<file path="config.mk">
export PLATFORM = sky130hd
export DESIGN_NAME = mem_obi_arb
export DESIGN_NICKNAME = d
export VERILOG_FILES = /design/src/rtl/kudu_dv_pkg.sv /design/src/rtl/obi_arb_order_fifo.sv /design/src/rtl/mem_obi_arb.sv
export SDC_FILE = /design/constraint.sdc
export NUM_CORES = 1
export LEC_CHECK = 0
export ABC_AREA = 1
export CAP_MARGIN = 20
export CORE_AREA = 2 2 134 136
export CTS_CLUSTER_DIAMETER = 200
export CTS_CLUSTER_SIZE = 40
export DETAILED_ROUTE_END_ITERATION = 10
export DIE_AREA = 0 0 136 138
export PLACE_DENSITY = 0.57
export RECOVER_POWER = 100
export REMOVE_ABC_BUFFERS = 1
export SLEW_MARGIN = 0
export SYNTH_ARGS = -nofsm -noshare
export SYNTH_HDL_FRONTEND = slang
export SYNTH_SLANG_ARGS = --single-unit
export TNS_END_PERCENT = 10
</file>
<file path="constraint.sdc">
create_clock -name clk_i -period 3.99 [get_ports clk_i]
set_input_delay 0.9975 -clock clk_i [delete_from_list [all_inputs] [get_ports clk_i]]
set_output_delay 0.9975 -clock clk_i [all_outputs]
set_load 0.02 [all_outputs]
</file>
<file path="src/rtl/kudu_dv_pkg.sv">
// kudu_dv_pkg: shared types and constants for the kudu DV OBI infrastructure.
//   arb_id_t     - requester ID carried through the arbiter's in-order FIFO
//   ARB_PRIO_*   - arbitration policy selectors for mem_obi_arb.PRIO_MODE
//   arb_state_t  - arbiter FSM encoding, exported for debug/checkers
//   obi_req_t    - OBI address-phase bundle used by the request mux
package kudu_dv_pkg;

   typedef logic arb_id_t;

   localparam int ARB_PRIO_RR    = 0;
   localparam int ARB_PRIO_FIXED = 1;

   // Width of the wdata field inside obi_req_t; mem_obi_arb is built with
   // DW equal to this value.
   localparam int OBI_DW = 32;

   typedef enum logic {
      ARB_IDLE = 1'b0,
      ARB_HOLD = 1'b1
   } arb_state_t;

   typedef struct packed {
      logic              is_cap;
      logic              we;
      logic [3:0]        be;
      logic [31:0]       addr;
      logic [OBI_DW-1:0] wdata;
      logic [7:0]        flag;
   } obi_req_t;

endpackage

</file>
<file path="src/rtl/obi_arb_order_fifo.sv">
// obi_arb_order_fifo: in-order FIFO of requester IDs for granted-but-not-yet-
// responded OBI transactions.
// Ports:
//   clk_i, rst_ni  - clock, synchronous active-low reset (empties the FIFO)
//   push, push_id  - enqueue push_id (ignored when full)
//   pop            - dequeue head (ignored when empty)
//   head_id        - ID at the head of the FIFO
//   full, empty    - occupancy flags
//   count          - number of stored entries (0..DEPTH)
module obi_arb_order_fifo
   import kudu_dv_pkg::*;
#(
   parameter int DEPTH = 8
) (
   input  logic                     clk_i,
   input  logic                     rst_ni,
   input  logic                     push,
   input  arb_id_t                  push_id,
   input  logic                     pop,
   output arb_id_t                  head_id,
   output logic                     full,
   output logic                     empty,
   output logic [$clog2(DEPTH):0]   count
);

   localparam int AW = $clog2(DEPTH);

   // Pointers carry one extra wrap bit, so full and empty are distinguishable
   // with all DEPTH slots in use; arithmetic wraps modulo 2*DEPTH.
   logic [AW:0] wr_ptr;
   logic [AW:0] rd_ptr;
   arb_id_t     mem [DEPTH];

   assign count   = wr_ptr - rd_ptr;
   assign full    = (count == (AW+1)'(DEPTH));
   assign empty   = (wr_ptr == rd_ptr);
   assign head_id = mem[rd_ptr[AW-1:0]];

   always_ff @(posedge clk_i) begin
      if (!rst_ni) begin
         wr_ptr <= '0;
         rd_ptr <= '0;
      end else begin
         if (push && !full) begin
            wr_ptr <= wr_ptr + 1'b1;
         end
         if (pop && !empty) begin
            rd_ptr <= rd_ptr + 1'b1;
         end
      end
   end

   // Storage needs no reset: entries are only read between push and pop.
   always_ff @(posedge clk_i) begin
      if (push && !full) begin
         mem[wr_ptr[AW-1:0]] <= push_id;
      end
   end

endmodule

</file>
<file path="src/rtl/mem_obi_arb.sv">
// mem_obi_arb: two-requester OBI arbiter sharing one downstream OBI data port.
// Ports:
//   clk_i, rst_ni                   - clock, synchronous active-low reset
//   p0_*/p1_* address phase (in)    - req, we, is_cap, be, addr, wdata, flag
//   p0_gnt/p1_gnt (out)             - grant to each requester
//   p0_/p1_ rvalid, err, rdata (out)- routed response; rdata is 0 unless rvalid
//   out_* address phase (out)       - muxed request toward downstream
//   out_gnt, out_rvalid, out_err, out_rdata (in) - downstream grant/response
//   outs_cnt (out)                  - outstanding transaction count
//   unexp_rsp (out)                 - sticky: response seen with nothing outstanding
//   arb_state (out)                 - current arbiter FSM state (debug)
//
// Handshake: an address phase transfers in the cycle where out_req and
// out_gnt are both high; the requester sees pN_gnt in that same cycle.
// Responses carry no ready: each out_rvalid pulse is one response, returned
// in grant order.
module mem_obi_arb
   import kudu_dv_pkg::*;
#(
   parameter int DW        = 32,
   parameter int MAX_OUTS  = 8,
   parameter int PRIO_MODE = ARB_PRIO_RR
) (
   input  logic                        clk_i,
   input  logic                        rst_ni,
   // requester 0
   input  logic                        p0_req,
   input  logic                        p0_we,
   input  logic                        p0_is_cap,
   input  logic [3:0]                  p0_be,
   input  logic [31:0]                 p0_addr,
   input  logic [DW-1:0]               p0_wdata,
   input  logic [7:0]                  p0_flag,
   output logic                        p0_gnt,
   output logic                        p0_rvalid,
   output logic                        p0_err,
   output logic [DW-1:0]               p0_rdata,
   // requester 1
   input  logic                        p1_req,
   input  logic                        p1_we,
   input  logic                        p1_is_cap,
   input  logic [3:0]                  p1_be,
   input  logic [31:0]                 p1_addr,
   input  logic [DW-1:0]               p1_wdata,
   input  logic [7:0]                  p1_flag,
   output logic                        p1_gnt,
   output logic                        p1_rvalid,
   output logic                        p1_err,
   output logic [DW-1:0]               p1_rdata,
   // downstream
   output logic                        out_req,
   output logic                        out_we,
   output logic                        out_is_cap,
   output logic [3:0]                  out_be,
   output logic [31:0]                 out_addr,
   output logic [DW-1:0]               out_wdata,
   output logic [7:0]                  out_flag,
   input  logic                        out_gnt,
   input  logic                        out_rvalid,
   input  logic                        out_err,
   input  logic [DW-1:0]               out_rdata,
   // status
   output logic [$clog2(MAX_OUTS):0]   outs_cnt,
   output logic                        unexp_rsp,
   output arb_state_t                  arb_state
);

   arb_state_t state_q, state_d;
   arb_id_t    sel, sel_q, sel_d;
   arb_id_t    last_q;
   logic       sel_req;
   logic       grant;
   logic       fifo_full, fifo_empty, fifo_pop;
   arb_id_t    head_id;
   obi_req_t   req0, req1, req_sel;

   assign arb_state = state_q;

   // Requester selection: free choice in IDLE, frozen while the downstream
   // port is stalling a presented address phase.
   always_comb begin
      sel = 1'b0;
      if (state_q == ARB_HOLD) begin
         sel = sel_q;
      end else if (p0_req && p1_req) begin
         sel = (PRIO_MODE == ARB_PRIO_FIXED) ? 1'b0 : ~last_q;
      end else begin
         sel = !p0_req && p1_req;
      end
   end

   assign sel_req = sel ? p1_req : p0_req;
   // A full FIFO blocks new requests even if a pop happens this cycle.
   assign out_req = sel_req && !fifo_full;
   assign grant   = out_req && out_gnt;
   assign p0_gnt  = grant && (sel == 1'b0);
   assign p1_gnt  = grant && (sel == 1'b1);

   // Address-phase mux.
   assign req0 = '{is_cap: p0_is_cap, we: p0_we, be: p0_be, addr: p0_addr,
                   wdata: OBI_DW'(p0_wdata), flag: p0_flag};
   assign req1 = '{is_cap: p1_is_cap, we: p1_we, be: p1_be, addr: p1_addr,
                   wdata: OBI_DW'(p1_wdata), flag: p1_flag};
   assign req_sel = sel ? req1 : req0;

   assign out_is_cap = req_sel.is_cap;
   assign out_we     = req_sel.we;
   assign out_be     = req_sel.be;
   assign out_addr   = req_sel.addr;
   assign out_wdata  = DW'(req_sel.wdata);
   assign out_flag   = req_sel.flag;

   // FSM next state. A requester dropping req while held is a protocol
   // violation; we simply fall back to IDLE without granting.
   always_comb begin
      state_d = state_q;
      sel_d   = sel_q;
      unique case (state_q)
         ARB_IDLE: begin
            if (out_req && !out_gnt) begin
               state_d = ARB_HOLD;
               sel_d   = sel;
            end
         end
         ARB_HOLD: begin
            if (!sel_req || out_gnt) begin
               state_d = ARB_IDLE;
            end
         end
         default: state_d = ARB_IDLE;
      endcase
   end

   always_ff @(posedge clk_i) begin
      if (!rst_ni) begin
         state_q   <= ARB_IDLE;
         sel_q     <= 1'b0;
         last_q    <= 1'b1;  // requester 0 wins the first round-robin tie
         unexp_rsp <= 1'b0;
      end else begin
         state_q <= state_d;
         sel_q   <= sel_d;
         if (grant) begin
            last_q <= sel;
         end
         if (out_rvalid && fifo_empty) begin
            unexp_rsp <= 1'b1;
         end
      end
   end

   // Response routing. A grant pushed this cycle is not yet visible at the
   // head, so a response is never routed in its own grant cycle.
   assign fifo_pop  = out_rvalid && !fifo_empty;
   assign p0_rvalid = fifo_pop && (head_id == 1'b0);
   assign p1_rvalid = fifo_pop && (head_id == 1'b1);
   assign p0_err    = p0_rvalid && out_err;
   assign p1_err    = p1_rvalid && out_err;
   assign p0_rdata  = p0_rvalid ? out_rdata : '0;
   assign p1_rdata  = p1_rvalid ? out_rdata : '0;

   obi_arb_order_fifo #(
      .DEPTH (MAX_OUTS)
   ) u_order_fifo (
      .clk_i   (clk_i),
      .rst_ni  (rst_ni),
      .push    (grant),
      .push_id (sel),
      .pop     (fifo_pop),
      .head_id (head_id),
      .full    (fifo_full),
      .empty   (fifo_empty),
      .count   (outs_cnt)
   );

endmodule

</file>
=== Word-level counts from Yosys, hierarchy flattened ===
Memories as Yosys holds them, arrays and structs flattened. A register that Yosys moved wholly into a read port is not among the register bits.
Index checks and enable logic that the tools add are counted.

* Bitwise operators: 4
* Reductions and logical operators: 22
* Add/sub/neg operators: 3
* Multiplexer cells: 13
* Equal/unequal tests: 2

{| class="wikitable"
|+ Operator list
! cell !! count
|-
| $mux 78 || 1
|-
| $mux 32 || 2
|-
| $logic_and 1x1->1 || 15
|-
| $add 4x1->4 const B || 2
|-
| $mux 1 || 7
|-
| $mux 3 || 2
|-
| $logic_not 1->1 || 5
|-
| $eq 4x4->1 || 1
|-
| $eq 4x4->1 const B || 1
|-
| $not 1->1 || 4
|-
| $sub 4x4->4 || 1
|-
| $pmux 1 s2 || 1
|-
| $reduce_and 2->1 || 1
|-
| $logic_or 1x1->1 || 1
|}

* Memories: 1
* Memory bits (writable): 8
* Bits in registers: 12
* Output and inout port bits: 155

{| class="wikitable"
|+ Memory list
! memory !! words !! bits a word !! rd ports !! clocked after memory_dff !! wr ports !! line !! source
|-
| u_order_fifo.mem || 8 || 1 || 1 || 1 || 1 || obi_arb_order_fifo.sv:32 || <nowiki>arb_id_t mem [DEPTH];</nowiki>
|}

=== Longest topological paths before layout ===
* Depth in word-level cells: 10
* Depth in mapped cells: 13
* Mapped depth without buffers: 13

=== Modules after synthesis ===
Synthesis repeated with hierarchy kept, for this count alone.

* Cell total of the unflattened synthesis: 526
* Area, all modules: 2686.3 sq um

{| class="wikitable"
|+ Modules (own cells, without submodules)
! module !! times used !! area each (sq um) !! cells an instance !! seq. area each (sq um)
|-
| mem_obi_arb || 1 || 1627.8 || 398 || 80.1
|-
| obi_arb_order_fifo || 1 || 1058.5 || 128 || 460.4
|}

=== Least setup slack after synthesis ===
Ideal clock, no wire load.

* Path kind: flip-flop to output port
* Start point: register u_order_fifo.wr_ptr[0]
* End point: output p0_gnt
* Path buffers: 0
* Path slack: 0.886 ns
* Arrival: 2.106 ns
* Stages on the path, launching flop included: 12
* Cells stage by stage: dfxtp_1 -> inv_1 -> ha_1 -> inv_1 -> fa_1 -> nand2_1 -> inv_1 -> nor2_1 -> nor2_2 -> nand3_4 -> nand3_4 -> nor2_1

* Longest elaborated chain between the ends: 6

{| class="wikitable"
|+ Ends and longest elaborated chain
! what !! line !! source
|-
| from (decl) || obi_arb_order_fifo.sv:30 || <nowiki>logic [AW:0] wr_ptr;</nowiki>
|-
| from (signal assigned) || obi_arb_order_fifo.sv:45 || <nowiki>wr_ptr <= wr_ptr + 1'b1;</nowiki>
|-
| $sub 4x4->4 || obi_arb_order_fifo.sv:34 || <nowiki>assign count = wr_ptr - rd_ptr;</nowiki>
|-
| named net outs_cnt[2] || mem_obi_arb.sv:63 || <nowiki>output logic [$clog2(MAX_OUTS):0] outs_cnt,</nowiki>
|-
| $eq 4x4->1 || obi_arb_order_fifo.sv:35 || <nowiki>assign full = (count == (AW+1)'(DEPTH));</nowiki>
|-
| $logic_not 1->1 || mem_obi_arb.sv:94 || <nowiki>assign out_req = sel_req && !fifo_full;</nowiki>
|-
| $logic_and 1x1->1 || mem_obi_arb.sv:94 ||
|-
| $logic_and 1x1->1 || mem_obi_arb.sv:95 || <nowiki>assign grant = out_req && out_gnt;</nowiki>
|-
| $logic_and 1x1->1 || mem_obi_arb.sv:96 || <nowiki>assign p0_gnt = grant && (sel == 1'b0);</nowiki>
|-
| to (decl) || mem_obi_arb.sv:34 || <nowiki>output logic p0_gnt,</nowiki>
|}

The timed path passes the listed nets, and every way through them passes these cells.

=== Worst setup path after layout ===
* Start point: input p1_req
* End point: output out_wdata[22]

* Longest elaborated chain between the ends: 4
* Elaborated cells on any way between the ends: 5
* Those cells by class: mux (3); reduce/logical (2)

{| class="wikitable"
|+ Ends and longest elaborated chain
! what !! line !! source
|-
| from (decl) || mem_obi_arb.sv:39 || <nowiki>input logic p1_req,</nowiki>
|-
| $logic_and 1x1->1 (on tied branches) || mem_obi_arb.sv:88, mem_obi_arb.sv:85 ||
|-
| $mux 1 (*) || mem_obi_arb.sv:85 || <nowiki>end else if (p0_req && p1_req) begin</nowiki>
|-
| $mux 1 (*) || mem_obi_arb.sv:83 || <nowiki>if (state_q == ARB_HOLD) begin</nowiki>
|-
| $mux 78 (*) || mem_obi_arb.sv:104 || <nowiki>assign req_sel = sel ? req1 : req0;</nowiki>
|-
| to (decl) || mem_obi_arb.sv:56 || <nowiki>output logic [DW-1:0] out_wdata,</nowiki>
|}

Mark *: on every way between the ends. The rest lies on a longest branch, timed or not.

==> flow_metrics.py <==
metrics = {
    "power_and_ir_drop": {
        "internal_power_w": 0.00143,
        "leakagePower_nw": 3.60,
        "pwr-share-comb": 0.800,
        "ir_drop_mv": 0.193,
        "powerDensity_nw_per_um2": 408,
        "share_clk_of_total_power": 0.081,
        "p_sw_w": 0.00130,
        "pwr-share-seq": 0.120,
        "power_w": 0.00273,
        "sw_frac_of_total": 0.477,
    },
    "clock_network": {
        "clk_pin_slew_ns": 0.07,
        "max-clock-path-buffers": 2,
        "worstSkewPairLatency_ns": 0.26,
        "cts_tree": "done",
        "cts_sinks": 23,
        "root_buffer": "clkbuf_16",
        "htree_levels": 1,
        "cts_made_buffers": 3,
        "cts_hold_buffers": 0,
    },
    "finish": {
        "finalNonFillerCells": 1094,
        "fillers": 1871,
        "fin_nets": 1064,
        "drive_gt1_frac": 0.0429,
        "area_growth_pct": 153,
    },
    "drt": {
        "drt-vias-per-instance": 3.90,
        "num_vias": 4267,
        "drt_first_pass_iters": 4,
        "remaining_drc_errors": 0,
        "drt_wl_total_um": 14900,
        "first_iter_violations": 106,
        "ant_nets": 0,
        "wl_per_cell_um": 13.6,
    },
    "placed_design": {
        "dp.cells": 1087,
        "io_buffers": 349,
        "hpwl_um": 12700,
        "gp_congestion": 0.806,
    },
    "global_routing": {
        "grt_pass1_vias": 4150,
        "grtUsageTotal": 0.148,
        "antenna_found_initial": 4,
        "grt_max_degree": 56,
        "grt_pass1_wl_um": 21900,
        "grt_overflow": 0,
    },
    "logic_synthesis": {
        "synth_top_area_frac": 0.373,
        "synth_warnings": 0,
        "syn_area_um2": 2640,
        "netlist_top_cells_count": "262 x nand2_1, 87 x nor2_1, 57 x inv_1",
        "synth_ff_type": "dfxtp_1",
        "synthTopCellsByArea": "nand2_1 37%, nor2_1 12%, dfxtp_1 11%, edfxtp_1 9.1%, inv_1 8.1%",
        "syn_inst": 515,
        "async_reset_ff_frac": 0,
        "synth_cell_types": 29,
        "synth_edf_count": 8,
        "yosysTopAreaCell": "nand2_1",
        "avgSynthCellArea_um2": 5.13,
        "ys_ff_latch": 23,
        "synth_most_common_cell": "nand2_1",
        "seq_area_frac_synth": 0.205,
    },
    "worst_setup_path": {
        "crit_arrival_ns": 2.88,
        "path_class": "in -> out",
        "path_delay_family": "buffers and inverters",
        "cpPeakStageDelay_ns": 0.62,
        "crit_chain": "clkdlybuf4s50_1, nand3_1, nand2_2, buf_12, buf_4, nand2_1, nand2_1, clkdlybuf4s50_1",
        "critical-path-slowest-cell": "clkdlybuf4s50_1",
        "path_depth": 8,
        "crit_required_ns": 2.99,
        "rr_worst_depth": 11,
        "critPathMaxFanout": 32,
        "r2r_end": "u_order_fifo.mem[6]$_DFFE_PP_",
        "cp-end-kind": "output pin",
        "crit_path_start_kind": "input pin",
        "r2r-start": "u_order_fifo.wr_ptr[0]$_SDFFE_PN0P_",
        "critPathBufInv": 4,
        "r2r_slack_ns": 1.74,
    },
    "die": {
        "chipHeight_um": 138,
        "top_level_ports": 350,
        "dieArea_um2": 18800,
        "initial_core_util": 0.151,
        "core_area_um2": 17500,
        "rows": 49,
        "die_x_um": 136,
    },
    "sta": {
        "fin_crit_ns": 3.88,
        "hold_slack_ns": 0.465,
        "tightest_slew_ns": 0.869,
        "hold_viol_final": 0,
        "maxSlewViolCount": 0,
        "fmax_mhz": 258,
        "setup_viol": 0,
        "setup_tns_ns": 0,
        "min_period_over_period": 0.972,
        "relSlewSlack": 0.419,
        "fin_skew_ns": 0.00873,
    },
    "worst_hold_path": {
        "holdPathEnd": "unexp_rsp$_SDFFE_PN0P_",
        "holdPathStages": 2,
        "min_path_type": "reg -> reg",
        "min_from": "unexp_rsp$_SDFFE_PN0P_",
    },
    "status": {
        "run_status": "completed",
    },
    "job": {
        "cap_violations": 0,
    },
}
## worst reg2reg max path, delay by kind of cell, from the launching register on
kind	cells	cell delay, ns
adders and majority gates	2	0.59
buffers and inverters	3	0.25
DFF	1	0.39
and+or+nand+nor	6	0.79
## final cells by class
| type | count | area (µm²) | area share |
|---|---|---|---|
| timing repair buffer | 366 | 3800 | 0.569 |
| multi-input combinational | 408 | 1730 | 0.259 |
| sequential | 23 | 541 | 0.0809 |
| tap | 229 | 287 | 0.0429 |
| inverter | 61 | 229 | 0.0343 |
| clock buffer | 3 | 75.1 | 0.0112 |
| clock inverter | 1 | 7.51 | 0.00112 |
| antenna | 3 | 7.51 | 0.00112 |
## power by group through the flow
stage	sequential [W]	combinational, W	clock (W)
finish	0.000327	0.00218	0.000220
global route	0.000334	0.00237	0.000238
CTS	0.000327	0.00224	0.000224
detailed placement	0.000331	0.00223	0
global placement	0.000332	0.00223	0
floorplan	0.000327	0.00109	0
## through the flow
step | util | instance area, µm² | worst slack, ns
after floorplan | - | 2500 | 0.0475
after global placement | 0.368 | 6450 | 0.0452
after detailed placement | 0.368 | 6450 | 0.0241
after CTS | 0.372 | 6530 | 0.0265
after global routing | 0.381 | 6680 | -0.00958
final | 0.381 | 6680 | 0.112
## cell usage in the layout, fill, tap and decap left out
cell type        instances
nand4_1                  5
xor2_1                   2
inv_1                   57
buf_12                   3
a21oi_2                  1
nand3_4                  2
inv_2                    4
dlygate4sd3_1            2
nor3_1                   2
o21ai_4                  1
o21ai_2                  1
clkdlybuf4s50_1        290
o21ai_1                  2
nand3_2                  1
clkinvlp_4               1
diode_2                  3
a21oi_1                  9
dlymetal6s2s_1          57
clkbuf_1                 1
nor2_2                   5
buf_6                    2
clkbuf_16                3
nor2_1                  87
nand3_1                 10
nand2_2                  2
fa_1                     1
edfxtp_1                 8
ha_1                     5
or2_0                    2
buf_4                   11
and2_1                   1
dfxtp_1                 15
nand2_1                262
o21ai_0                  7
## logic make-up (layout without fill, tap and decap cells)
logic type	after synthesis	count (layout)	share of synthesized area
compound gates	21	21	0.0469
xor+xnor	2	2	0.00664
fa+ha+maj	6	6	0.0313
buf+inv	84	431	0.139
flops	23	23	0.205
other cells	0	3	0
simple gates	379	379	0.572
## repair_timing
item / CTS / global route
endpoints found under the setup margin: 0 / 77
resized for setup: 0 / 59
setup buffers: 0 / 0
## worst max path at each step
| stage | startpoint | slack (ns) | endpoint |
|---|---|---|---|
| floorplan | p0_req | 0.05 | out_addr[0] |
| global placement | p0_req | 0.05 | out_be[2] |
| detailed placement | p0_req | 0.02 | out_wdata[8] |
| CTS | p0_req | 0.03 | out_wdata[8] |
| global route | p0_req | -0.01 | out_wdata[9] |
| finish | p1_req | 0.11 | out_wdata[22] |
## metal layers
metal | vias up | part of all wire | GRT usage
met4 | 2 | 0.025 | 0.0395
met3 | 22 | 0.11 | 0.0480
li1 | 2224 | - | -
met5 | - | 0.00087 | 0
met2 | 236 | 0.49 | 0.270
met1 | 1783 | 0.37 | 0.163
No activity file was read; power rests on OpenSTA's default activity.
